===== src/rtl/pc_gen.sv =====
// Program counter generator: selects the next PC from sequential/jump/trap sources,
// buffers a redirect that arrives during a stall, and flags misaligned targets.
module pc_gen #(
  parameter int unsigned     XLEN      = 32,
  parameter logic [XLEN-1:0] RESET_VEC = '0,
  parameter bit              VECTORED  = 1'b1,
  parameter int unsigned     CAUSE_W   = 5
) (
  input  logic               CLK,
  input  logic               RST,
  input  logic               PC_WRITE,
  input  logic [2:0]         PC_SOURCE,
  input  logic [XLEN-1:0]    JALR,
  input  logic [XLEN-1:0]    BRANCH,
  input  logic [XLEN-1:0]    JAL,
  input  logic [XLEN-1:0]    MTVEC,
  input  logic [XLEN-1:0]    MEPC,
  input  logic               INTR_TAKEN,
  input  logic [CAUSE_W-1:0] CAUSE,
  output logic [XLEN-1:0]    PC,
  output logic [XLEN-1:0]    PC_PLUS4,
  output logic               MISALIGN,
  output logic               REDIRECT_PEND
);

  logic [XLEN-1:0] pc_q, pc_d;
  logic [XLEN-1:0] pend_addr_q, pend_addr_d;
  logic            pend_valid_q, pend_valid_d;
  logic            misalign_q;

  logic [XLEN-1:0] target;
  logic [XLEN-1:0] mtvec_base;
  logic            is_redirect;
  logic            is_misaligned;

  assign mtvec_base = {MTVEC[XLEN-1:2], 2'b00};
  assign PC_PLUS4   = pc_q + XLEN'(4);

  always_comb begin
    target = pc_q;
    unique case (PC_SOURCE)
      3'd1: target = {JALR[XLEN-1:1], 1'b0};
      3'd2: target = BRANCH;
      3'd3: target = JAL;
      3'd4: begin
        if (VECTORED && (MTVEC[1:0] == 2'b01) && INTR_TAKEN) begin
          target = mtvec_base + (XLEN'(CAUSE) << 2);
        end else begin
          target = mtvec_base;
        end
      end
      3'd5: target = MEPC;
      default: target = pc_q;
    endcase
  end

  assign is_redirect   = (PC_SOURCE >= 3'd1) && (PC_SOURCE <= 3'd5);
  // Only jump/branch targets can be misaligned; trap vectors and MEPC are trusted.
  assign is_misaligned = (PC_SOURCE >= 3'd1) && (PC_SOURCE <= 3'd3) && (target[1:0] != 2'b00);

  always_comb begin
    pc_d         = pc_q;
    pend_addr_d  = pend_addr_q;
    pend_valid_d = pend_valid_q;
    if (is_misaligned) begin
      // Hold everything; the flag alone reports the fault.
    end else if (PC_WRITE) begin
      if (is_redirect) begin
        pc_d         = target;
        pend_valid_d = 1'b0;
      end else if (PC_SOURCE == 3'd0) begin
        pc_d         = pend_valid_q ? pend_addr_q : PC_PLUS4;
        pend_valid_d = 1'b0;
      end
    end else if (is_redirect) begin
      pend_addr_d  = target;
      pend_valid_d = 1'b1;
    end
  end

  always_ff @(posedge CLK) begin
    if (RST) begin
      pc_q         <= RESET_VEC;
      pend_addr_q  <= '0;
      pend_valid_q <= 1'b0;
      misalign_q   <= 1'b0;
    end else begin
      pc_q         <= pc_d;
      pend_addr_q  <= pend_addr_d;
      pend_valid_q <= pend_valid_d;
      misalign_q   <= is_misaligned;
    end
  end

  assign PC            = pc_q;
  assign MISALIGN      = misalign_q;
  assign REDIRECT_PEND = pend_valid_q;

endmodule


===== config.mk =====
export PLATFORM = sky130hd
export DESIGN_NAME = pc_gen
export DESIGN_NICKNAME = d
export VERILOG_FILES = /design/src/rtl/pc_gen.sv
export SDC_FILE = /design/constraint.sdc
export NUM_CORES = 1
export LEC_CHECK = 0
export CAP_MARGIN = 0
export CORE_MARGIN = 5
export CORE_UTILIZATION = 39
export CTS_CLUSTER_DIAMETER = 200
export DETAILED_ROUTE_END_ITERATION = 10
export PLACE_DENSITY_LB_ADDON = 0.3
export SYNTH_ARGS = -nofsm -noshare
export SYNTH_HDL_FRONTEND = slang
export SYNTH_SLANG_ARGS = --single-unit

===== constraint.sdc =====
create_clock -name CLK -period 2.6 [get_ports CLK]
set_clock_uncertainty 0.2 [all_clocks]
set_input_delay 0.52 -clock CLK [delete_from_list [all_inputs] [get_ports CLK]]
set_output_delay 0.52 -clock CLK [all_outputs]
set_load 0.005 [all_outputs]

# --- Word level (Yosys, flattened, before mapping) ---
# Cells that the tools add are included.
totals:
  register_bits: 66
  out_inout_bits: 66
op_classes:
  n_addsub: 2
  magnitude_cmp: 3
  n_eq_ne: 6
  mux: 9
  n_bitwise: 2
  n_reduce_logical: 11
op_table:
  columns: ["op", "count"]
  rows:
  - ["$pmux 32 s5", 1]
  - ["$mux 32", 4]
  - ["$add 32x3->32 const B", 1]
  - ["$add 32x7->32", 1]
  - ["$reduce_and 3->1", 3]
  - ["$eq 3x2->1 const B", 2]
  - ["$eq 3x3->1 const B", 2]
  - ["$reduce_bool 2->1", 3]
  - ["$logic_and 1x1->1", 4]
  - ["$mux 1", 4]
  - ["$eq 3x1->1 const B", 1]
  - ["$ge 3x1->1 const B", 1]
  - ["$le 3x2->1 const B", 1]
  - ["$le 3x3->1 const B", 1]
  - ["$logic_not 3->1", 1]
  - ["$eq 2x1->1 const B", 1]
  - ["$not 1->1", 2]

# --- Logic depth before layout (Yosys ltp) ---
# Gate-level depths: netlist of run 1.
logic_depth:
  ltp_word: 8
  depth_mapped: 9

# --- Worst setup path before layout of run 1 ---
# No wires, ideal clock.
synth_timing:
  path_kind: "input-to-reg"
  from: "in MTVEC[2]"
  to: "reg pc_q[24] (netlist: PC[24])"
  setup_time_ns: 0.142
  arrival_ns: 2.462
  required_time_ns: 2.258
  setup_slack_ns: -0.203
  stages: 9
  n_path_buf: 1
  cell_sequence: "ha_1 fa_1 a21oi_1 o22a_1 clkbuf_1 nor4_1 xor2_1 a221oi_1 a311oi_1"
synth_between:
  elab_chain_cells: 4
synth_rtl:
  columns: ["element", "line_no", "rtl"]
  rows:
  - ["from (decl)", "16", "input logic [XLEN-1:0] MTVEC,"]
  - ["$add 32x7->32", "47", "target = mtvec_base + (XLEN'(CAUSE) << 2);"]
  - ["$mux 32", "46", "if (VECTORED && (MTVEC[1:0] == 2'b01) && INTR_TAKEN) begin"]
  - ["$pmux 32 s5", "41", "unique case (PC_SOURCE)"]
  - ["$mux 32", "68", "if (is_redirect) begin"]
  - ["to (signal assigned)", "88", "pc_q <= pc_d;"]
  - ["to (decl)", "26", "logic [XLEN-1:0] pc_q, pc_d;"]
# No other way between the ends.
# A chain may end at the register's enable or synchronous reset.

# --- Final worst setup path of run 1 ---
layout_timing:
  from: "reg pc_q[9] (netlist: PC[9])"
  to: "out PC_PLUS4[26]"
layout_between:
  elab_chain_cells: 1
layout_rtl:
  columns: ["element", "line_no", "rtl"]
  rows:
  - ["$add 32x3->32", "37", "assign PC_PLUS4 = pc_q + XLEN'(4);"]
  - ["to (decl)", "21", "output logic [XLEN-1:0] PC_PLUS4,"]
# No other way between the ends.

==> results of run 1 <==
registers in the layout (all words and copies together) (netlist names):
register       count
MISALIGN           1
PC                32
REDIRECT_PEND      1
pend_addr_q       32
layout make-up:
type,count,area [um2],area share [%]
clock buffer,14,274.0,2.601
clock inverter,2,10.01,0.09502
inverter,16,60.06,0.5701
multi-input combinational,543,4467,42.40
sequential,66,1331,12.64
tap,176,220.2,2.090
timing repair buffer,472,4172,39.60
tightest hold or removal path: stages (launching register included):
cell      delay [ns]
dfxtp_1         0.31
nor2_1          0.10
a211oi_1        0.06
cell usage after synthesis (3+ instances only):
cell type,number,area [um2]
a211oi_1,37,277.8
a21oi_1,27,135.1
a221oi_1,27,236.5
a22oi_1,33,247.7
a311oi_1,22,192.7
and2_1,7,43.79
and3_1,14,87.58
and3b_1,3,26.28
and4_1,8,70.07
buf_1,4,15.01
buf_2,9,45.04
clkbuf_1,43,161.4
dfxtp_1,66,1321
ha_1,6,75.07
inv_1,16,60.06
mux2_2,28,315.3
mux2i_1,8,80.08
nand2_1,34,127.6
nand2b_1,10,62.56
nand3_1,19,95.09
nand4_1,14,87.58
nor2_1,95,356.6
nor2b_1,4,25.02
nor3_1,8,40.04
nor4_1,9,56.30
nor4_4,3,63.81
o2111ai_1,7,61.31
o211ai_1,10,75.07
o21ai_0,13,65.06
o21ai_1,3,15.01
o21bai_1,3,22.52
o22ai_1,7,43.79
xnor2_1,28,245.2
xor2_1,21,183.9
power groups by stage:
stage | combinational (uW) | clock [uW] | sequential (uW)
floorplan | 543 | 0 | 1200
detailed placement | 1470 | 0 | 1190
CTS | 1590 | 1140 | 1170
global route | 1830 | 1220 | 1190
global placement | 1460 | 0 | 1180
finish | 1740 | 1180 | 1190
layer usage:
layer	vias up	routed length, um
met5	-	0
met4	0	1459
met3	119	2847
met2	539	14360
met1	3706	10050
li1	3474	-
per-stage QoR:
stage          power (uW)  hold slack, ns  cells  cell area (um2)
6_report             4112          0.3129   1289            10530
5_1_grt              4247          0.3331   1289            10530
4_1_cts              3904          0.2792   1274            10060
3_5_place_dp         2659          0.2790   1216             9148
3_3_place_gp         2637          0.2641   1216             9148
2_1_floorplan        1746          0.2588    682             5389
logic make-up (layout without fill, tap and decap cells):
logic type / Yosys count / count (layout)
simple gates: 240 / 240
fa+ha+maj: 7 / 7
flops: 66 / 66
buf+inv: 74 / 504
mux: 36 / 36
xor+xnor: 49 / 49
compound gates: 210 / 211
timing repair:
item,CTS,global route
cloned,3,0
buffers inserted,40,21
setup endpoints to repair,91,73
pin swaps,40,61
gates resized for setup,143,100
worst max-delay path by stage:
stage                                              end  depth (start not counted)               start
after floorplan           pend_addr_q[31]$_SDFFE_PP0P_                          8            MTVEC[3]
after global placement             PC[26]$_SDFFE_PP0P_                          9            MTVEC[2]
after detailed placement           PC[26]$_SDFFE_PP0P_                          9            MTVEC[2]
after CTS                                 PC_PLUS4[28]                          6  PC[9]$_SDFFE_PP0P_
after global routing                      PC_PLUS4[26]                          6  PC[9]$_SDFFE_PP0P_
final                                     PC_PLUS4[26]                          6  PC[9]$_SDFFE_PP0P_
==> results.toml, run 1 <==
[global_route]
grt_antenna_before_repair = 0
gr-total-overflow = 0
grt_use_met1_pct = 34.74
gr-max-usage-layer = "met2"
grt_max_degree = 45
use_met2_pct = 54.88
grt_util_met3_pct = 7.012
grt_pass1_wl_um = 39600
grt_usage_pct = 30.56
grt_pass1_vias = 7523

[clock_network]
clock_latency_ns = 0.34
cts_made_buffers = 9
cts_tree = "done"
cts.sinks = 66
htreeDepth = 3
clockRootBuffer = "clkbuf_16"
cts_buffer_depth = 2
clkTransAtPathRegs_ns = 0.05
hold_buffers = 0

[critical_path]
crit_path_end_kind = "primary output"
crit_fanout = 3
rr_worst_depth = 12
crit_arrival_ns = 2.29
crit_family = "simple AND/OR/NAND/NOR gates"
crit_path_cell_trace = "nand4_4, or4_4, buf_6, nor4_4, xor2_2, buf_2"
cp_num_buf_inv = 2
start_kind = "register"
slowest_delay_ns = 0.60
cp.required_ns = 1.88
r2r_start = "PC[9]$_SDFFE_PP0P_"
worstSetupPathType = "reg -> out"
rrSetupSlack_ns = -0.12
timing.rr.end = "PC[24]$_SDFFE_PP0P_"
slowest_stage = "or4_4"

[timing]
hold_viol_final = 0
slew_violations = 0
fin_crit_ns = 3.012
setup_viol = 26
rsz0062_at_grt = "true"
setup_tns_ns = -3.249
maxSlewHeadroom_pct = 43.57
fin_crit_sh_pct = 115.9
setup_ws_ns = -0.4125
max_freq_mhz = 332.0
tightest_slew_ns = 0.8464

[synth]
syn-cell-area_um2 = 5366
synth_top_family_by_area = "compound AO/OA/AOI/OAI gates"
synthMuxAreaShare_pct = 7.368
synth_compound_area_share_pct = 29.26
ys_ff_latch = 66
yosysSeqAreaShare_pct = 24.62
synth_adder_area_share_pct = 1.772
synth-simple-area-share_pct = 23.46
synthCells = 682
synth_warnings = 0
avgSynthCellArea_um2 = 7.869
synth_xor_area_share_pct = 7.997
syn-num-nets = 861
synth-main-ff-cell = "dfxtp_1"
async_reset_ff_share_pct = 0
yosys.cell_types.count = 63
synth-edff-count = 0

[layout]
layout_commonest_cell = "buf_4"
nNetsFinal = 1287
final_cell_mix = "212 x buf_4, 196 x clkdlybuf4s50_1, 91 x nor2_1"
syn2layout_area_growth_pct = 96.29
insertedDiodeCount = 0
fillers = 877
utilization_pct = 78.92
drive_above_1_share_pct = 37.38

[detailed_routing]
remaining_drc_errors = 0
drt_first_pass_iters = 6
ant_nets = 0
routed_wl_um = 28720
routed_via_density = 6.081
dr_total_vias = 7838
drt_first_iter_violations = 1060
routedWlPerCell_um = 22.28

[power]
power.switching_uw = 1331
p_comb_share_pct = 42.4
power_frac_seq_pct = 28.9
switching_share_pct = 32.36
power_density_nw_per_um2 = 390.4
internal-power_uw = 2782
clock_power_share_pct = 28.7
peakVddDrop_mv = 0.3381
leakage_uw = 0.004419

[placed_design]
dp_hpwl_um = 18700
dp_worst_setup_slack_ns = -0.7688
portBuffers = 236
place.gp.congestion = 0.9676

[floorplanning]
initial_utilization_pct = 40.20
io_pins = 238
dieArea_um2 = 16210
core_um2 = 13350
dieWidth_um = 127.3
die_y_um = 127.3
row_count = 42

[hold_path]
hold_class = "reg -> reg"
min_path_cells = 2
worstHoldEndpoint = "pend_addr_q[12]$_SDFFE_PP0P_"
hold_start = "pend_addr_q[12]$_SDFFE_PP0P_"

[outcome]
violations = "negative setup slack"
status = "finished, violations left"

[flow_run]
maxCapViolCount = 0
Note: power is estimated with default switching activity, not from simulation.
==> run 2, diff against run 1 <==
--- a/config.mk
+++ b/config.mk
@@ -6,8 +6,10 @@
 export NUM_CORES = 1
 export LEC_CHECK = 0
 export CAP_MARGIN = 0
+export CELL_PAD_IN_SITES_DETAIL_PLACEMENT = 0
+export CELL_PAD_IN_SITES_GLOBAL_PLACEMENT = 2
 export CORE_MARGIN = 5
-export CORE_UTILIZATION = 39
+export CORE_UTILIZATION = 21
 export CTS_CLUSTER_DIAMETER = 200
 export DETAILED_ROUTE_END_ITERATION = 10
 export PLACE_DENSITY_LB_ADDON = 0.3
==> results.toml, run 2 (synthesis results as in run 1) <==
[outcome]
status = "finished, violations left"
violations = "negative setup slack"

[timing]
fin_crit_sh_pct = 110.0
fin_crit_ns = 2.861
slew_violations = 0
holdWs_ns = 0.2918
rsz0062_at_grt = "true"
max_freq_mhz = 349.6
tightest_slew_ns = 0.7192
setup_viol = 13
maxSlewHeadroom_pct = 52.05
setup_tns_ns = -1.348
hold_viol_final = 0
setup_ws_ns = -0.2608

[floorplanning]
die_y_um = 169.9
row_count = 58
core_um2 = 25180
dieWidth_um = 169.9
io_pins = 238
initial_utilization_pct = 21.31
dieArea_um2 = 28850

[critical_path]
worstSetupPathType = "reg -> out"
crit_arrival_ns = 2.14
start_kind = "register"
crit_fanout = 3
crit_path_end_kind = "primary output"
cp.required_ns = 1.88

[detailed_routing]
dr_total_vias = 7231
routed_wl_um = 28750
drt_first_iter_violations = 271
drt_first_pass_iters = 4
ant_nets = 0
remaining_drc_errors = 0
routed_via_density = 4.837
routedWlPerCell_um = 19.23

[placed_design]
portBuffers = 236
place.gp.congestion = 0.8488
dp_worst_setup_slack_ns = -0.7175
dp_cells = 1393
dp_hpwl_um = 22400

[global_route]
grt_pass1_wl_um = 43340
grt_pass1_vias = 7441
grt_antenna_before_repair = 1
grt_max_degree = 48
gr-total-overflow = 0
grt_usage_pct = 19.21

[layout]
nNetsFinal = 1339
final_cell_mix = "247 x buf_4, 195 x clkdlybuf4s50_1, 91 x nor2_1"
layout_commonest_cell = "buf_4"
utilization_pct = 45.25
drive_above_1_share_pct = 41.97
insertedDiodeCount = 0
layoutNonFillerInstCount = 1495
syn2layout_area_growth_pct = 112.4
fillers = 2514

[clock_network]
cts_made_buffers = 9
clockRootBuffer = "clkbuf_16"
cts_buffer_depth = 2
cts_tree = "done"
htreeDepth = 3
clock_latency_ns = 0.33
clkTransAtPathRegs_ns = 0.05
cts.sinks = 66

[flow_run]
maxCapViolCount = 0

[power]
peakVddDrop_mv = 0.3395
leakage_uw = 0.004832
power_density_nw_per_um2 = 369.6

[hold_path]
hold_class = "reg -> reg"
[run 2: repair_timing]
item,CTS,global route
pin swaps,58,63
gates resized for setup,194,101
gates cloned,4,0
hold endpoints to repair,0,0
setup buffers,59,33
hold buffers,0,0
endpoints found under the setup margin,91,79
[run 2: worst paths after layout]
check	startpoint	to	slack (ns)	depth (start not counted)
max	PC[14]$_SDFFE_PP0P_	PC_PLUS4[28]	-0.26	6
min	pend_addr_q[8]$_SDFFE_PP0P_	pend_addr_q[8]$_SDFFE_PP0P_	0.29	2
max reg2reg	PC[14]$_SDFFE_PP0P_	PC[26]$_SDFFE_PP0P_	0.08	11
min reg2reg	pend_addr_q[8]$_SDFFE_PP0P_	pend_addr_q[8]$_SDFFE_PP0P_	0.29	2
[run 2: report_power, final]
group | total, uW | switching [uW] | leakage (uW) | internal [uW]
sequential | 1180 | 75.8 | 0.000549 | 1110
combinational | 1800 | 768 | 0.00414 | 1030
clock | 1230 | 436 | 0.000147 | 794
[run 2: layer usage]
layer	GRT usage, %	share of wire, %	up-vias
met2	33.87	49	215
met5	0	0.038	-
met3	4.785	6.5	14
met1	24.40	43	3428
li1	-	-	3572
met4	2.415	0.75	2
[run 2: final cells by class]
class                      count  area, um2  share of cell area [%]
inverter                      16      60.06                  0.5270
clock buffer                  14      264.0                   2.317
timing repair buffer         525       4715                   41.37
multi-input combinational    542       4567                   40.07
tap                          330      412.9                   3.623
sequential                    66       1343                   11.78
clock inverter                 2      35.03                  0.3074
[run 2: worst max-delay path, cell delays in order (launching register included)]
cell and delay (ns):
dfxtp_2 0.35, nand2_2 0.07, or4_4 0.58, buf_6 0.15, nor4_4 0.26, xor2_2 0.24
buf_2 0.16
[run 2: stage by stage]
step,power [uW],cell area [um2]
final,4212,11400
after global routing,4424,11400
after CTS,4130,10810
after detailed placement,2743,9538
after global placement,2743,9538
after floorplan,1746,5389
